### config.mk
export PLATFORM = sky130hd
export DESIGN_NAME = floo_axis_flit_serializer
export DESIGN_NICKNAME = d
export VERILOG_FILES = /design/src/rtl/floo_axis_flit_serializer.sv
export SDC_FILE = /design/constraint.sdc
export NUM_CORES = 1
export LEC_CHECK = 0
export BUFFER_PORTS_ARGS = -buffer_cell sky130_fd_sc_hd__buf_2
export CAP_MARGIN = 10
export CORE_ASPECT_RATIO = 1.75
export CORE_UTILIZATION = 48
export CTS_CLUSTER_DIAMETER = 60
export DETAILED_ROUTE_END_ITERATION = 8
export PLACE_DENSITY_LB_ADDON = 0.12
export RECOVER_POWER = 50
export SLEW_MARGIN = 40
export SYNTH_ARGS = -nofsm -noshare
export SYNTH_HDL_FRONTEND = slang
export SYNTH_SLANG_ARGS = --single-unit
### constraint.sdc
create_clock -name clk_i -period 2.3 [get_ports clk_i]
set_input_delay 0.46 -clock clk_i [delete_from_list [all_inputs] [get_ports clk_i]]
set_output_delay 0.46 -clock clk_i [all_outputs]
set_load 0.02 [all_outputs]
### src/rtl/floo_axis_flit_serializer.sv
// Splits each InWidth-bit AXIS word into NumBeats OutWidth-bit beats, LSB slice first,
// and zero-pads the top of the final beat. The next word can load on the final beat.
module floo_axis_flit_serializer #(
  parameter int unsigned InWidth  = 80,
  parameter int unsigned OutWidth = 16
) (
  input  logic                clk_i,
  input  logic                rst_i,
  input  logic [InWidth-1:0]  in_data_i,
  input  logic                in_valid_i,
  output logic                in_ready_o,
  output logic [OutWidth-1:0] out_data_o,
  output logic                out_last_o,
  output logic                out_valid_o,
  input  logic                out_ready_i
);

  localparam int unsigned NumBeatsRaw = (InWidth + OutWidth - 1) / OutWidth;
  localparam int unsigned NumBeats    = (NumBeatsRaw < 1) ? 1 : NumBeatsRaw;
  localparam int unsigned CntW        = (NumBeats > 1) ? $clog2(NumBeats) : 1;
  localparam int unsigned PadW        = NumBeats * OutWidth;
  localparam logic [CntW-1:0] LastCnt = CntW'(NumBeats - 1);

  typedef enum logic {
    IDLE,
    SEND
  } state_e;

  state_e              state_p0;
  logic [InWidth-1:0]  word_p0;
  logic [CntW-1:0]     cnt_p0;
  logic [PadW-1:0]     word_pad;
  logic                vld_p0;
  logic                last_beat;
  logic                in_fire;
  logic                out_fire;

  assign vld_p0    = (state_p0 == SEND);
  assign last_beat = vld_p0 && (cnt_p0 == LastCnt);
  assign in_ready_o  = (state_p0 == IDLE) || (last_beat && out_ready_i);
  assign in_fire     = in_valid_i && in_ready_o;
  assign out_fire    = vld_p0 && out_ready_i;
  assign out_valid_o = vld_p0;
  assign out_last_o  = last_beat;
  assign word_pad    = PadW'(word_p0);

  // Stage p0 -> output: select the current slice of the held word
  always_comb begin
    out_data_o = '0;
    for (int unsigned k = 0; k < NumBeats; k++) begin
      if (vld_p0 && (cnt_p0 == CntW'(k))) begin
        out_data_o = word_pad[k*OutWidth +: OutWidth];
      end
    end
  end

  // Stage input -> p0: word capture and beat sequencing
  always_ff @(posedge clk_i) begin
    if (rst_i) begin
      state_p0 <= IDLE;
      cnt_p0   <= '0;
      word_p0  <= '0;
    end else begin
      case (state_p0)
        IDLE: begin
          if (in_fire) begin
            word_p0  <= in_data_i;
            cnt_p0   <= '0;
            state_p0 <= SEND;
          end
        end
        SEND: begin
          if (out_fire) begin
            if (last_beat) begin
              cnt_p0 <= '0;
              if (in_fire) begin
                word_p0  <= in_data_i;
                state_p0 <= SEND;
              end else begin
                state_p0 <= IDLE;
              end
            end else begin
              cnt_p0 <= cnt_p0 + 1'b1;
            end
          end
        end
        default: begin
          state_p0 <= IDLE;
          cnt_p0   <= '0;
        end
      endcase
    end
  end

endmodule

* After elaboration in Yosys (flattened, before gate mapping)
Cells that the tools add are included.
Word-level totals: register bits 84, output and inout bits 19
Operators by class: add/subtract/negate cells 1, equality and inequality tests 7, muxes and demuxes 17, bitwise operators 1, reduce and logical (&&, ||, !) cells 12
Operators by type and width (count):
- 2-to-1 mux 80 bit | 3
- case mux 80 bit (2 select lines) | 1
- 2-to-1 mux 16 bit | 5
- 2-to-1 mux 3 bit | 3
- logical AND 1 bit | 8
- equality test 3 x 2 -> 1 bit (second input constant) | 2
- case mux 3 bit (2 select lines) | 1
- inequality test 2 x 1 -> 1 bit (second input constant) | 2
- AND reduction 2 bit | 2
- adder 3 x 1 -> 3 bit (second input constant) | 1
- equality test 3 x 1 -> 1 bit (second input constant) | 1
- equality test 3 bit (second input constant) | 1
- logical NOT 3 bit | 1
- 2-to-1 mux 1 bit | 3
- inequality test 2 bit (second input constant) | 1
- case mux 1 bit (2 select lines) | 1
- logical OR 1 bit | 1
- inverter 1 bit | 1

* Logic depth before layout (Yosys ltp)
depth in word-level cells 9, mapped depth 8

* Worst setup path after synthesis
Ideal clock, no wire load.
path type register to output, start point register cnt_p0[2], end point output port out_data_o[10], arrival 1.673 ns, slack 0.167 ns, stages on the path, launching flop included 9, cells stage by stage dfxtp_1 > buf_2 > inv_1 > ha_1 > clkbuf_1 > a21oi_4 > buf_6 > o211ai_1 > a32o_1
On the way: cells in the longest elaborated chain, start to end 7, elaborated cells between the ends (all ways) 15, those cells by class eq/ne (4); mux (5); reduce/logical (6)
RTL lines:
- start, declared | RTL line 31 | logic [CntW-1:0] cnt_p0;
- start signal, assigned | RTL line 83 | cnt_p0 <= cnt_p0 + 1'b1;
- logical NOT 3 bit | RTL line 51 | if (vld_p0 && (cnt_p0 == CntW'(k))) begin
- logical AND 1 bit | RTL line 51
- 2-to-1 mux 16 bit (4 in a row) | RTL line 51
- 2-to-1 mux 16 bit (*) | RTL line 51
- end, declared | RTL line 12 | output logic [OutWidth-1:0] out_data_o,
Mark *: on every way between the ends. The rest lies on a longest branch, timed or not.

* Final worst setup path
start point register cnt_p0[0], end point output port out_data_o[0]
Same word-level chain as after synthesis.

==> impl_metrics.yaml <==
grt:
  grt_pass1_vias: 3824
  grt_max_degree: 165
  overflow: 0
  grt.total_usage_pct: 25.5
  grt_pass1_wl_um: 19800
  antenna_found_initial: 0
die:
  start_util_pct: 49.8
  die_area_um2: 10200
  die_h_um: 133
  rows: 47
  die_w_um: 76.9
  fp.coreArea_um2: 9470
  pin_count: 103
sta:
  period_needed_ns: 2.36
  slew_headroom_pct: 67.4
  fin_setup_tns_ns: -0.203
  drv_slew: 0
  worst_slew_pin_slew_ns: 0.489
  hold_violations: 0
  setup_viol: 9
  fmax_ghz: 0.423
  layout_setup_ws_ns: -0.0619
  min_period_over_period_pct: 103
  skew_ns: 0.00607
  grt_setup_unrepaired: "yes"
  finalHoldWorstSlack_ns: 0.370
setup_path:
  crit_arrival_ns: 1.90
  worst_path_max_delay_cell: "dfxtp_4"
  crit_buf_inv: 2
  critical-path-max-stage-delay_ns: 0.36
  endpoint_kind: "output port"
  path_delay_family: "compound AO/OA/AOI/OAI gates"
  crit_type: "flip-flop to output port"
  path_cells: "ha_4, ha_4, a21oi_4, buf_6, o211ai_1, a32o_2, buf_6"
  crit_fanout: 8
  start_kind: "flip-flop"
  crit_required_ns: 1.84
cells_and_area:
  n_fill_cell: 794
  drive_gt1_share_pct: 31.2
  instances_no_fill: 721
  area.growth.synth_to_final_pct: 27.8
  nNetsFinal: 683
  diodes: 0
  final_core_util_pct: 63.6
  design_area_um2: 6020
  seq_area_um2: 1690
  multiInputGateArea_um2: 2950
place:
  dp_hpwl_um: 8930
  pre_cts_ws_ns: -0.0187
  io_buffers: 102
  place_congestion: 0.943
  placed_cell_area_um2: 5140
  placed_cells: 697
clocking:
  clkTransAtPathRegs_ns: 0.06
  worstSkewPairLatency_ns: 0.34
  cts_max_level: 3
  root_buffer: "clkbuf_16"
  cts_sinks: 84
  tritoncts: "yes"
  clock_path_buffers: 2
  ctsHoldBuffers: 0
  cts_made_buffers: 9
yosys:
  synthesis.nets: 595
  synthCells: 506
  synth.area.top_cells: "dfxtp_1 36%, nand2b_1 21%, mux2i_1 17%, nand2_1 4.0%, buf_12 3.8%"
  synth_warnings: 0
  yosysUniqueCellTypes: 26
  seq_area_frac_synth_pct: 35.7
  yosysTopAreaCell: "dfxtp_1"
  avgSynthCellArea_um2: 9.31
  synth_seq_cells: 84
  syn_area_um2: 4710
  yosysTopAreaCellShare_pct: 35.7
pwr:
  total_power_mw: 4.00
  power_density_nw_per_um2: 664
  max-vdd-ir-drop_uv: 499
  p_leak_nw: 2.45
run_status:
  status: "complete, but fails checks"
  violations: "negative setup slack"
drt:
  wire_per_inst_um: 18.2
  drc: 0
  postRouteAntennaNets: 0
  drtIter0Drc: 289
  drtPass1Iterations: 4
  viasPerCell: 5.38
  routed_wl_um: 13100
  num_vias: 3876
job:
  cap_violations: 0
min_path:
  hp-class: "input pin to flip-flop"
## cell usage after synthesis (all sizes together)
| cell | instances |
|---|---|
| o211ai | 16 |
| a21boi | 2 |
| nand2 | 50 |
| nor2b | 16 |
| inv | 3 |
| a21oi | 4 |
| nor2 | 3 |
| or3 | 1 |
| clkbuf | 23 |
| nand3 | 1 |
| a32oi | 1 |
| buf | 21 |
| nor3 | 1 |
| and3 | 1 |
| nand2b | 160 |
| mux2i | 81 |
| o2111ai | 1 |
| ha | 5 |
| dfxtp | 84 |
| a32o | 16 |
| o31ai | 16 |
## repair_timing
| action | CTS | global route |
|---|---|---|
| pin swaps | 17 | 6 |
| gates resized for setup | 73 | 47 |
| setup endpoints to repair | 17 | 17 |
| buffers inserted | 5 | 3 |
| cloned | 1 | 1 |
## power by group
group	switching (mW)	internal, mW
sequential	0.0826	1.55
combinational	0.278	0.297
clock	0.591	1.20
## flip-flops by register name, indices dropped and copies added (netlist names)
name,cells
cnt_p0,3
out_valid_o,1
word_p0,80
## worst reg2reg max path: cells and delay by family (launching register included)
kind	cells	cell delay [ns]
buffers and inverters	3	0.67
DFF	1	0.36
muxes	1	0.29
adders and majority gates	1	0.24
AOI/OAI and AO/OA	1	0.23
and+or+nand+nor	1	0.15
## placed cells by master (no fill, tap or decap), types with 7 or more instances in the layout
cell	Yosys	layout
o31ai_4	0	7
buf_2	8	86
nand2_1	50	46
nand2b_1	160	160
a32o_2	0	9
o31ai_2	0	7
mux2i_1	81	81
nor2b_4	0	8
clkbuf_16	0	10
dfxtp_1	84	82
a32o_1	16	7
o211ai_1	16	16
buf_6	2	25
## cell families (layout without fill, tap and decap cells)
| group | Yosys count | count (layout) | share of synthesized area, % |
|---|---|---|---|
| adders and majority gates | 5 | 5 | 1.33 |
| buffers and inverters | 47 | 140 | 7.57 |
| and+or+nand+nor | 233 | 233 | 28.2 |
| AOI/OAI and AO/OA | 56 | 56 | 10.0 |
| muxes | 81 | 81 | 17.2 |
| DFF | 84 | 84 | 35.7 |
## final cells by class
| type | count | area share, % |
|---|---|---|
| Timing Repair Buffer | 121 | 14.1 |
| Clock buffer | 10 | 3.97 |
| Inverter | 3 | 0.187 |
| Sequential cell | 84 | 28.0 |
| Tap cell | 122 | 2.53 |
| Clock inverter | 6 | 2.24 |
| Multi-Input combinational cell | 375 | 48.9 |
## worst paths after layout
path,from,to,slack (ns),depth (start not counted)
worst max register to register,cnt_p0[0],word_p0[33],0.29,7
worst max-delay path,cnt_p0[0],out_data_o[0],-0.06,7
worst min-delay path,in_data_i[0],word_p0[0],0.37,3
worst min register to register,word_p0[50],word_p0[50],0.47,2
## per-layer routing
| layer | global-route usage (%) | share of wire, % |
|---|---|---|
| met5 | 0 | 0 |
| met4 | 11.0 | 3.3 |
| met3 | 4.07 | 5.4 |
| met2 | 45.9 | 53 |
| met1 | 29.2 | 39 |
Note: power is estimated with default switching activity, not from simulation.
